$ cat src/rtl/spark_pwm_multi.sv
// Multi-channel SparkMax servo PWM: one shared frame counter, per-channel slew limiting,
// update/ack handshake and a command watchdog that falls back to neutral.
module spark_pwm_multi #(
    parameter int unsigned NUM_CH      = 4,
    parameter int unsigned CNT_W       = 12,
    parameter int unsigned PERIOD      = 4096,
    parameter int unsigned NEUTRAL     = 635,
    parameter int unsigned RAMP_STEP   = 0,
    parameter int unsigned WDOG_FRAMES = 0
) (
    input  logic                  clock,
    input  logic                  reset_n,
    input  logic [NUM_CH-1:0]     pwm_enable,
    input  logic [8*NUM_CH-1:0]   pwm_ratio,
    input  logic [NUM_CH-1:0]     pwm_direction,
    input  logic [NUM_CH-1:0]     pwm_update,
    output logic [NUM_CH-1:0]     pwm_done,
    output logic [NUM_CH-1:0]     pwm_signal,
    output logic                  frame_start,
    output logic [NUM_CH-1:0]     wdog_fault
);

    localparam int unsigned WD_W = (WDOG_FRAMES < 2) ? 1 : $clog2(WDOG_FRAMES + 1);

    localparam logic [CNT_W-1:0] CNT_NEUTRAL = CNT_W'(NEUTRAL);
    localparam logic [CNT_W-1:0] CNT_STEP    = CNT_W'(RAMP_STEP);
    localparam logic [CNT_W-1:0] CNT_LAST    = CNT_W'(PERIOD - 1);
    localparam logic [WD_W-1:0]  WD_LIMIT    = WD_W'(WDOG_FRAMES);

    // Full-scale reverse/forward commands must stay inside one frame.
    if (NEUTRAL < 255 || NEUTRAL + 255 >= PERIOD || 64'(PERIOD) > (64'd1 << CNT_W)) begin : g_param_check
        $error("spark_pwm_multi: need 255 <= NEUTRAL, NEUTRAL+255 < PERIOD <= 2**CNT_W");
    end

    logic [CNT_W-1:0]  cnt_q, cnt_d;
    logic              frame_q, frame_d;
    logic              boundary_c;
    logic [NUM_CH-1:0] active_q, active_d;
    logic [NUM_CH-1:0] done_q, done_d;
    logic [NUM_CH-1:0] pwm_q, pwm_d;
    logic [NUM_CH-1:0] fault_q, fault_d;
    logic [CNT_W-1:0]  cur_q   [NUM_CH];
    logic [CNT_W-1:0]  cur_d   [NUM_CH];
    logic [CNT_W-1:0]  req_q   [NUM_CH];
    logic [CNT_W-1:0]  req_d   [NUM_CH];
    logic [CNT_W-1:0]  req_val [NUM_CH];
    logic [WD_W-1:0]   wd_q    [NUM_CH];
    logic [WD_W-1:0]   wd_d    [NUM_CH];

    // One slew step of cur toward tgt, bounded by RAMP_STEP (0 = jump).
    function automatic logic [CNT_W-1:0] slew_toward(input logic [CNT_W-1:0] cur,
                                                     input logic [CNT_W-1:0] tgt);
        logic [CNT_W-1:0] res;
        res = tgt;
        if (RAMP_STEP != 0) begin
            if (tgt > cur && (tgt - cur) > CNT_STEP) begin
                res = cur + CNT_STEP;
            end else if (cur > tgt && (cur - tgt) > CNT_STEP) begin
                res = cur - CNT_STEP;
            end
        end
        return res;
    endfunction

    assign boundary_c = (cnt_q == '0);

    always_comb begin
        cnt_d    = (cnt_q == CNT_LAST) ? '0 : cnt_q + CNT_W'(1);
        frame_d  = (cnt_d == '0);
        active_d = active_q;
        done_d   = '0;
        fault_d  = fault_q;
        pwm_d    = '0;
        for (int n = 0; n < NUM_CH; n++) begin
            req_d[n]   = req_q[n];
            cur_d[n]   = cur_q[n];
            wd_d[n]    = wd_q[n];
            req_val[n] = pwm_direction[n] ? CNT_NEUTRAL - CNT_W'(pwm_ratio[8*n +: 8])
                                          : CNT_NEUTRAL + CNT_W'(pwm_ratio[8*n +: 8]);
            if (boundary_c) begin
                active_d[n] = pwm_enable[n];
                if (pwm_update[n]) begin
                    req_d[n]   = req_val[n];
                    done_d[n]  = 1'b1;
                    wd_d[n]    = '0;
                    fault_d[n] = 1'b0;
                end else if (pwm_enable[n] && WDOG_FRAMES != 0 && wd_q[n] != WD_LIMIT) begin
                    wd_d[n] = wd_q[n] + WD_W'(1);
                    if (wd_d[n] == WD_LIMIT) begin
                        req_d[n]   = CNT_NEUTRAL;
                        fault_d[n] = 1'b1;
                    end
                end
                // A channel coming out of disable always ramps from neutral.
                cur_d[n] = pwm_enable[n] ? slew_toward(active_q[n] ? cur_q[n] : CNT_NEUTRAL, req_d[n])
                                         : CNT_NEUTRAL;
            end
            pwm_d[n] = active_d[n] && (cnt_q < cur_d[n]);
        end
    end

    always_ff @(posedge clock or negedge reset_n) begin
        if (!reset_n) begin
            cnt_q    <= '0;
            frame_q  <= 1'b0;
            active_q <= '0;
            done_q   <= '0;
            pwm_q    <= '0;
            fault_q  <= '0;
            for (int n = 0; n < NUM_CH; n++) begin
                cur_q[n] <= CNT_NEUTRAL;
                req_q[n] <= CNT_NEUTRAL;
                wd_q[n]  <= '0;
            end
        end else begin
            cnt_q    <= cnt_d;
            frame_q  <= frame_d;
            active_q <= active_d;
            done_q   <= done_d;
            pwm_q    <= pwm_d;
            fault_q  <= fault_d;
            for (int n = 0; n < NUM_CH; n++) begin
                cur_q[n] <= cur_d[n];
                req_q[n] <= req_d[n];
                wd_q[n]  <= wd_d[n];
            end
        end
    end

    assign pwm_signal  = pwm_q;
    assign pwm_done    = done_q;
    assign frame_start = frame_q;
    assign wdog_fault  = fault_q;

endmodule

$ cat config.mk
export PLATFORM = sky130hd
export DESIGN_NAME = spark_pwm_multi
export DESIGN_NICKNAME = d
export VERILOG_FILES = /design/src/rtl/spark_pwm_multi.sv
export SDC_FILE = /design/constraint.sdc
export NUM_CORES = 1
export LEC_CHECK = 0
export BUFFER_PORTS_ARGS = -buffer_cell sky130_fd_sc_hd__buf_2
export CORE_ASPECT_RATIO = 0.8
export CORE_MARGIN = 2
export CORE_UTILIZATION = 60
export CTS_BUF_LIST = sky130_fd_sc_hd__clkbuf_16
export DETAILED_ROUTE_END_ITERATION = 7
export MAX_ROUTING_LAYER = met4
export PLACE_DENSITY = 0.81
export SETUP_SLACK_MARGIN = 0.15
export SLEW_MARGIN = 30
export SYNTH_ARGS = -nofsm -noshare
export SYNTH_HDL_FRONTEND = slang
export SYNTH_SLANG_ARGS = --single-unit
$ cat constraint.sdc
create_clock -name clock -period 3.7 [get_ports clock]
set_clock_uncertainty 0.1 [all_clocks]
set_input_delay 0.74 -clock clock [delete_from_list [all_inputs] [get_ports clock]]
set_output_delay 0.74 -clock clock [all_outputs]
set_load 0.02 [all_outputs]
Word-level counts from Yosys, hierarchy flattened. Cells that the tools add are included. Widths: inputs -> output; s select.

Word-level logic and storage cells: 62. Input bits: 46. Flip-flop bits (word level): 121. Output and inout port bits: 13.

Equality and inequality tests: 1. Multiplexer cells: 29. Reduce and logical (&&, ||, !) cells: 6. Magnitude comparators: 4. Add/sub/neg operators: 9.

Operators by type and width (number): $mux 12 (17); $lt 12x12->1 (4); $add 10x8->11 const A (4); $sub 10x8->11 const A (4); $logic_not 12->1 (2); $add 12x1->12 const B (1); $eq 12x12->1 const B (1); $mux 1 (12); $logic_and 1x1->1 (4).

Depth between registers and ports, before layout. Gate-level depths: netlist of the first run.

Word-level depth: 7. Gate-level depth with buffers: 16. Mapped depth without buffers: 13.

Worst setup path after synthesis of the first run. Ideal clock, no wire load.

Path kind: in2reg. Start point: input port pwm_ratio[27]. End point: register pwm_q[3] (netlist: pwm_signal[3]). Stages on the path: 13. Data required time: 3.478 ns. Data arrival time: 2.903 ns. Path buffers: 1. Library setup time: 0.122 ns. Path slack: 0.575 ns. Cell sequence: clkbuf_1 > inv_1 > ha_1 > nor2b_1 > o31ai_1 > xor2_1 > mux2i_1 > a31o_2 > ha_1 > nand4_1 > nor2_1 > nand4_1 > o2111a_1.

Word-level cells in the longest chain between the ends: 7. Elaborated cells on any way between the ends: 8. Those cells by class: add/sub: 2; order compare: 1; mux: 4; reduce/logical: 1.

RTL lines: start, declared (line 14) `input logic [8*NUM_CH-1:0] pwm_ratio,`; $add 10x8->11 / $sub 10x8->11 (equally long branches) (line 79, 78); $mux 12 (*) (line 78) `req_val[n] = pwm_direction[n] ? CNT_NEUTRAL - CNT_W'(pwm_ratio[8*n +: 8])`; $mux 12 (*) (line 82) `if (pwm_update[n]) begin`; $mux 12 (*) (line 95) `cur_d[n] = pwm_enable[n] ? slew_toward(active_q[n] ? cur_q[n] : CNT_NEUTRAL, req_d[n])`; $mux 12 (*) (line 80) `if (boundary_c) begin`; $lt 12x12->1 (*) (line 98) `pwm_d[n] = active_d[n] && (cnt_q < cur_d[n]);`; $logic_and 1x1->1 (*) (line 98); named net pwm_d[3] (line 40) `logic [NUM_CH-1:0] pwm_q, pwm_d;`; end signal, assigned (line 120) `pwm_q <= pwm_d;`; end, declared (line 40).

Mark *: on every way through the listed nets, which the timed path passes. The rest lies on a longest branch. A chain may end at the register's enable or synchronous reset.

Worst setup path after layout of the first run.
Start point: register cnt_q[1]. End point: register pwm_q[1] (netlist: pwm_signal[1]).

Word-level cells in the longest chain between the ends: 4. Elaborated cells on any way between the ends: 5. Those cells by class: order compare: 1; mux: 2; reduce/logical: 2.

RTL lines: start, declared (line 35) `logic [CNT_W-1:0] cnt_q, cnt_d;`; start signal, assigned (line 116) `cnt_q <= cnt_d;`; $logic_not 12->1 (line 65) `assign boundary_c = (cnt_q == '0);`; $mux 12 (line 80); $lt 12x12->1 (line 98); $logic_and 1x1->1 (*) (line 98); named net pwm_d[1] (line 40).

Marks and branches as above.

==> results.tsv, run 1 <==
stage	metric	value	unit
outcome	outcome	complete, no violations	
floorplanning	Ports	59	
global_route	initial antenna violation count	0	
drt	DR pass1 iterations	7	
worst_setup_path	Startpoint Class	flip-flop	
synthesis	Synth cell types	63	
layout	Final Net Count	973	
cts	clk slew on worst S/H paths	0.05	ns
floorplanning	initial core utilization	62.0	%
synthesis	async set or reset register ratio after synthesis	100	%
synthesis	Syn Inst Count	822	
timing	Rel. slew slack	64.1	%
cts	htree depth	4	
floorplanning	Die Area	0.0136	mm²
worst_setup_path	CP Class	reg -> reg	
global_route	largest net degree at the start of global routing	68	
timing	RSZ-0062 raised after global routing	false	
placement	final HPWL from detailed placement	12.6	mm
drt	via/cell ratio	6.13	
synthesis	Post-synth EDFFs	0	
min_path	Hold Crit Class	in -> async	
cts	CTS Sinks	121	
pwr	peak supply drop	0.380	mV
cts	CTS tree	built	
floorplanning	core box area	0.0123	mm²
cts	Skew-Pair Late Insertion Delay	0.42	ns
pwr	power per cell area	407	mW/mm²
worst_setup_path	crit path capture type	flip-flop	
worst_setup_path	end of the critical path	pwm_signal[1]$_DFF_PN0_	
worst_setup_path	FF-to-FF path depth	12	
synthesis	Most used DFF post-synth	dfrtp_1	
cts	TritonCTS Buffers	17	
worst_setup_path	arrival time at the worst endpoint	3.56	ns
drt	drt drc	0	
pwr	Switch Pwr	0.864	mW
pwr	Overall Power	3.49	mW
timing	Fin. Hold Viols	0	
layout	diodes inserted	0	
layout	Fillers	892	
pwr	power share of the clock group	46.1	%
global_route	vias in the first global route	6222	
timing	Least-Margin Pin Slew	0.533	ns
drt	Wirelength per Cell	17.4	µm
floorplanning	die extent in x	130	µm
pwr	Leak Pwr	4.08	nW
timing	# setup viols final	0	
drt	initial DRC count	531	
cts	CTS root buf	clkbuf_16	
run	# Max-Cap Violations	0	
layout	Layout area overhead	13.1	%
timing	TNS Setup	0	ns
synthesis	area of the mapped netlist	0.00759	mm²
worst_setup_path	reg2reg start	cnt_q[1]$_DFF_PN0_	
synthesis	yosys warns	0	
timing	final period utilization	90.7	%
timing	min cycle time layout	3.36	ns
timing	Max Freq	298	MHz
synthesis	synthesized area per cell	9.24	µm²
placement	GP Congestion	0.942	
pwr	Seq pwr share	41.8	%
floorplanning	Die Height	105	µm
pwr	Sw Share	24.7	%
pwr	Comb pwr share	12.1	%
worst_setup_path	r2r setup slk	0.34	ns
worst_setup_path	CP startpoint	cnt_q[1]$_DFF_PN0_	
drt	ANT nets after route	0	
cts	Max clock buf depth	2	
synthesis	Yosys reg bits	121	
drt	DR vias	6447	
global_route	grt ovf	0	
layout	proportion of layout cells with a drive suffix above 1	20.7	%
floorplanning	Cell Rows	36	
drt	final WL	18.3	mm
global_route	first-pass GRT wire length	30.1	mm
timing	max-slew violations	0	
synthesis	register area share after synthesis	40.8	%
worst_setup_path	FF-to-FF End	pwm_signal[1]$_DFF_PN0_	
worst_setup_path	crit path max fanout	27	
pwr	cell internal pwr	2.63	mW
placement	# port buffers	54	
cts	# hold bufs at CTS	0	
global_route	Global Route Usage Sum	28.8	%
worst_setup_path	Crit path required time	3.90	ns
==> per-stage QoR <==
step	setup slack (ns)	instances	cell area [µm²]	hold slack [ns]	utilization (%)
2_1_floorplan	0.575	825	7600	0.326	-
3_3_place_gp	0.357	1020	7990	0.340	65.2
3_5_place_dp	0.264	1020	7990	0.371	65.2
4_1_cts	0.207	1051	8560	0.365	69.8
5_1_grt	0.156	1052	8590	0.0950	70.1
6_report	0.344	1052	8590	0.0905	70.1
==> flip-flops by register name, indices dropped and copies added (netlist names) <==
name / flops
req_q: 48
pwm_done: 4
active_q: 4
cur_q: 48
pwm_signal: 4
frame_start: 1
cnt_q: 12
==> how the worst min path moves through the flow <==
stage                                       end  cells past startpoint                   from
after CTS                 req_q[31]$_DFFE_PN0N_                      1                reset_n
after global placement       cur_q[8]$_DFF_PN0_                      2     cur_q[8]$_DFF_PN0_
after global routing      req_q[26]$_DFFE_PN0N_                      1                reset_n
after floorplan              cur_q[8]$_DFF_PN0_                      2     cur_q[8]$_DFF_PN0_
after detailed placement  req_q[11]$_DFFE_PN0N_                      1  req_q[11]$_DFFE_PN0N_
final                     req_q[26]$_DFFE_PN0N_                      1                reset_n
==> critical path, cell delays in order (launching register included) <==
cell and delay (ns):
dfrtp_1 0.54, inv_1 0.13, ha_1 0.15, nor4b_4 0.21
and3_4 0.45, buf_4 0.34, o21ai_0 0.16, a21o_1 0.19
ha_1 0.30, nand4_1 0.10, nor2_1 0.19, nand4_1 0.12
o2111a_1 0.25
==> layout by cell type (no fill, tap or decap), types with 5 or more instances in the layout <==
cell,n
xor2_1,8
nand2_1,81
xnor2_1,22
nand3_1,35
nor2_1,66
a221oi_1,7
dfrtp_1,65
mux2_2,17
nor4_1,5
nor3_1,5
o21ai_0,63
nand2b_1,8
buf_4,17
dfstp_2,56
o22ai_1,5
a21o_1,23
ha_1,58
buf_2,53
mux2i_1,14
clkinv_2,5
a21oi_1,35
a211oi_1,17
nand4_1,12
and2_1,21
o21a_1,8
inv_1,53
and3_1,7
clkbuf_16,17
a31oi_1,13
nor2b_1,12
==> kinds of logic after synthesis <==
| family | count (synthesis) | synth area share [%] |
|---|---|---|
| AND/OR/NAND/NOR | 266 | 17.1 |
| AO/OA/AOI/OAI | 218 | 19.0 |
| flip-flops | 121 | 40.8 |
| buffers and inverters | 97 | 5.67 |
| adder cells (fa/ha/maj) | 58 | 9.56 |
| multiplexers | 31 | 4.37 |
| XOR/XNOR | 30 | 3.46 |
| other | 1 | 0.0494 |
==> power by group through the flow <==
| stage | clock (mW) | sequential [mW] | combinational, mW |
|---|---|---|---|
| floorplan | 0 | 1.47 | 0.274 |
| global placement | 0 | 1.47 | 0.390 |
| detailed placement | 0 | 1.48 | 0.413 |
| CTS | 1.63 | 1.46 | 0.417 |
| global route | 1.69 | 1.47 | 0.475 |
| finish | 1.61 | 1.46 | 0.422 |
==> layer usage <==
| layer | vias to the layer above | GRT usage, % | part of all wire [%] |
|---|---|---|---|
| met5 | - | - | 0 |
| met4 | 0 | 10.1 | 2.1 |
| met3 | 45 | 5.53 | 5.8 |
| met2 | 242 | 45.6 | 49 |
| met1 | 3145 | 37.0 | 43 |
| li1 | 3015 | - | - |
==> what timing repair did <==
action	CTS	global route
resized for setup	0	1
setup buffers	0	0
setup endpoints to repair	0	4
==> cells in the mapped netlist, types with 4 or more instances <==
| master | instances | area [µm²] |
|---|---|---|
| and4_1 | 4 | 35.0 |
| a211oi_1 | 17 | 128 |
| nand4_1 | 12 | 75.1 |
| xnor2_1 | 22 | 193 |
| a221oi_1 | 7 | 61.3 |
| nor4_1 | 5 | 31.3 |
| mux2i_1 | 14 | 140 |
| a31oi_1 | 13 | 81.3 |
| a21boi_0 | 4 | 30.0 |
| ha_1 | 58 | 726 |
| a2bb2oi_1 | 4 | 35.0 |
| o21ai_0 | 63 | 315 |
| dfrtp_1 | 65 | 1630 |
| xor2_1 | 8 | 70.1 |
| buf_2 | 14 | 70.1 |
| inv_1 | 50 | 188 |
| o22ai_1 | 5 | 31.3 |
| nor2b_1 | 12 | 75.1 |
| clkbuf_1 | 22 | 82.6 |
| nand2_1 | 81 | 304 |
| dfstp_2 | 56 | 1470 |
| a21oi_1 | 35 | 175 |
| nand3_1 | 35 | 175 |
| buf_4 | 7 | 52.6 |
| nor3_1 | 5 | 25.0 |
| and3_1 | 8 | 50.1 |
| mux2_2 | 17 | 191 |
| nor2_1 | 66 | 248 |
| o21a_1 | 8 | 60.1 |
| and2_1 | 21 | 131 |
| a21o_1 | 23 | 173 |
| nand2b_1 | 8 | 50.1 |
==> cell type report <==
class	instances	area [µm²]	share of cell area [%]
Tap cell	171	214	2.49
Clock buffer	17	425	4.95
Clock inverter	14	141	1.65
Multi-Input combinational cell	607	4080	47.5
Timing Repair Buffer	72	440	5.13
Sequential cell	121	3100	36.1
Inverter	50	188	2.19
Power figures use the tool's default switching activity.
==> run 2: changes to the inputs <==
--- a/config.mk
+++ b/config.mk
@@ -11,6 +11,7 @@
 export CORE_UTILIZATION = 60
 export CTS_BUF_LIST = sky130_fd_sc_hd__clkbuf_16
 export DETAILED_ROUTE_END_ITERATION = 7
+export GPL_ROUTABILITY_DRIVEN = 0
 export MAX_ROUTING_LAYER = met4
 export PLACE_DENSITY = 0.81
 export SETUP_SLACK_MARGIN = 0.15
==> constraint.sdc (replaced) <==
create_clock -name clock -period 3.8 [get_ports clock]
set_clock_uncertainty 0.1 [all_clocks]
set_input_delay 0.76 -clock clock [delete_from_list [all_inputs] [get_ports clock]]
set_output_delay 0.76 -clock clock [all_outputs]
set_load 0.02 [all_outputs]
==> run 2 against run 1 <==
Effect of this change: final cell count shrank 0.38%; critical path depth increased by 1; worst hold slack gained 0.25 ns; fmax fell by 1.4%; non-clock buffer count decreased by 5; combinational power down 3%; sequential power is 3% lower; global-route usage rose by 0.27 points; sequential share of layout area grew 0.28 points; clock power shrank 6%.
==> results.tsv, run 2 (synthesis gave the netlist of run 1 again) <==
stage	metric	value	unit	change
outcome	outcome	complete, no violations		
layout	proportion of layout cells with a drive suffix above 1	20.1	%	-0.59 points
worst_setup_path	CP Cell Sequence	inv_1, ha_1, nor4b_4, and3_2, buf_4, nand3_1, o22ai_1, ha_1, o21ai_0, o21bai_1, a21oi_1, nor2_1, a211oi_2		
global_route	initial antenna violation count	0		unchanged
placement	# port buffers	54		unchanged
layout	diodes inserted	0		unchanged
worst_setup_path	most frequent CP cell	ha_1		
worst_setup_path	crit path max fanout	44		+63%
worst_setup_path	r2r setup slk	0.40	ns	+0.05 ns
cts	TritonCTS Buffers	17		unchanged
floorplanning	Die Area	0.0136	mm²	unchanged
timing	Rel. slew slack	42.7	%	-21 points
drt	initial DRC count	654		+23%
worst_setup_path	arrival time at the worst endpoint	3.64	ns	+0.08 ns
worst_setup_path	FF-to-FF End	pwm_signal[2]$_DFF_PN0_		
cts	# hold bufs at CTS	0		unchanged
worst_setup_path	crit-path leading delay family	compound AO/OA/AOI/OAI gates		
worst_setup_path	Crit path required time	4.03	ns	+0.13 ns
timing	min cycle time layout	3.40	ns	+0.0467 ns
cts	htree depth	4		unchanged
timing	# setup viols final	0		unchanged
pwr	Leak Pwr	4.04	nW	-0.99%
floorplanning	die extent in x	130	µm	unchanged
floorplanning	Ports	59		unchanged
floorplanning	initial core utilization	62.0	%	unchanged
drt	ANT nets after route	0		unchanged
layout	design area	0.00852	mm²	-0.77%
drt	DR vias	6421		-0.40%
worst_setup_path	WP buf/inv	2		unchanged
worst_setup_path	CP Class	reg -> reg		
pwr	power per cell area	393	mW/mm²	-3.5%
layout	leading registers by flop count	cur_q x48, req_q x48, cnt_q x12		
cts	# resized after CTS	0		unchanged
global_route	vias in the first global route	6350		+2.1%
cts	CTS Sinks	121		unchanged
layout	Final Net Count	968		-0.51%
cts	Skew-Pair Late Insertion Delay	0.42	ns	about the same
placement	final HPWL from detailed placement	12.4	mm	-1.3%
layout	most frequent cells in the layout	nand2_1 (81), nor2_1 (66), dfrtp_1 (65), o21ai_0 (63), ha_1 (58)		
worst_setup_path	Startpoint Class	flip-flop		
run	# Max-Cap Violations	0		unchanged
floorplanning	Die Height	105	µm	unchanged
timing	Max Freq	294	MHz	-1.4%
worst_setup_path	Crit-path slowest cell	dfrtp_1		
worst_setup_path	FF-to-FF path depth	13		+1
pwr	Overall Power	3.35	mW	-4.2%
drt	Wirelength per Cell	17.5	µm	+0.67%
placement	pre-CTS setup slack	0.519	ns	+0.254 ns
timing	fin worst setup slack	0.398	ns	+0.0533 ns
layout	commonest non-fill, non-tap cell in the layout	nand2_1		
drt	final WL	18.4	mm	+0.29%
global_route	grt ovf	0		unchanged
timing	Least-Margin Pin Slew	0.859	ns	+0.327 ns
worst_setup_path	Critical Path Max Stage Delay	0.55	ns	about the same
layout	Layout area overhead	12.2	%	
placement	placed cell areas	0.00797	mm²	-0.22%
cts	Max clock buf depth	2		unchanged
floorplanning	core box area	0.0123	mm²	unchanged
drt	drt drc	0		unchanged
timing	max-slew violations	0		unchanged
pwr	peak supply drop	0.329	mV	-13%
min_path	Hold Crit Class	in -> async		
cts	CTS root buf	clkbuf_16		
worst_setup_path	crit path capture type	flip-flop		
timing	RSZ-0062 raised after global routing	false		
worst_setup_path	reg2reg start	cnt_q[1]$_DFF_PN0_		
drt	DR pass1 iterations	5		-2
timing	TNS Setup	0	ns	unchanged
global_route	Global Route Usage Sum	29.0	%	+0.27 points
cts	clk slew on worst S/H paths	0.05	ns	about the same
cts	CTS tree	built		
timing	Fin. Hold Viols	0		unchanged
cts	Post-CTS Setup Inserts	0		unchanged
global_route	largest net degree at the start of global routing	67		-1.5%
floorplanning	Cell Rows	36		unchanged
drt	via/cell ratio	6.13		about the same
global_route	first-pass GRT wire length	30.5	mm	+1.4%
timing	final period utilization	89.5	%	-1.2 points
-- run 2: layer usage --
| metal | vias to the layer above | track usage [%] | part of all wire (%) |
|---|---|---|---|
| met5 | - | - | 0 |
| met4 | 0 | 10.8 | 2.4 |
| met3 | 56 | 5.58 | 5.6 |
| met2 | 247 | 44.3 | 48 |
| met1 | 3103 | 38.6 | 44 |
| li1 | 3015 | - | - |
-- run 2: how the worst max path moves through the flow --
stage                                          to  slack (ns)  depth (start not counted)               start
after global routing      pwm_signal[2]$_DFF_PN0_        0.25                         13  cnt_q[1]$_DFF_PN0_
after floorplan           pwm_signal[3]$_DFF_PN0_        0.66                         13       pwm_ratio[27]
after detailed placement  pwm_signal[3]$_DFF_PN0_        0.52                         13       pwm_ratio[27]
after global placement    pwm_signal[3]$_DFF_PN0_        0.59                         11       pwm_ratio[25]
after CTS                 pwm_signal[2]$_DFF_PN0_        0.46                         13  cnt_q[1]$_DFF_PN0_
final                     pwm_signal[2]$_DFF_PN0_        0.40                         13  cnt_q[1]$_DFF_PN0_
-- run 2: where the power goes --
group | leakage [nW] | switching (mW) | internal (mW) | total (mW)
sequential | 1.44 | 0.0280 | 1.39 | 1.42
combinational | 2.33 | 0.251 | 0.161 | 0.411
clock | 0.276 | 0.574 | 0.941 | 1.51
-- run 2: layout make-up --
type / count / area (µm²)
clock buffer: 17 / 425
clock inverter: 15 / 124
fill: 943 / 3730
inverter: 50 / 188
multi-input combinational: 607 / 4080
sequential: 121 / 3100
tap: 171 / 214
timing repair buffer: 67 / 395
-- run 2: metrics by stage --
stage | hold slack (ns) | cells | util (%)
after CTS | 0.376 | 1048 | 69.5
after floorplan | 0.326 | 825 | -
after global routing | 0.396 | 1048 | 69.5
after detailed placement | 0.371 | 1016 | 65.1
after global placement | 0.340 | 1016 | 65.1
final | 0.336 | 1048 | 69.5
-- run 2: worst register-to-register path, stage by stage, from the launching register on --
cell and delay (ns):
dfrtp_1 0.55, inv_1 0.13, ha_1 0.15, nor4b_4 0.20, and3_2 0.26, buf_4 0.39, nand3_1 0.19, o22ai_1 0.19
ha_1 0.28, o21ai_0 0.29, o21bai_1 0.13, a21oi_1 0.21, nor2_1 0.08, a211oi_2 0.18
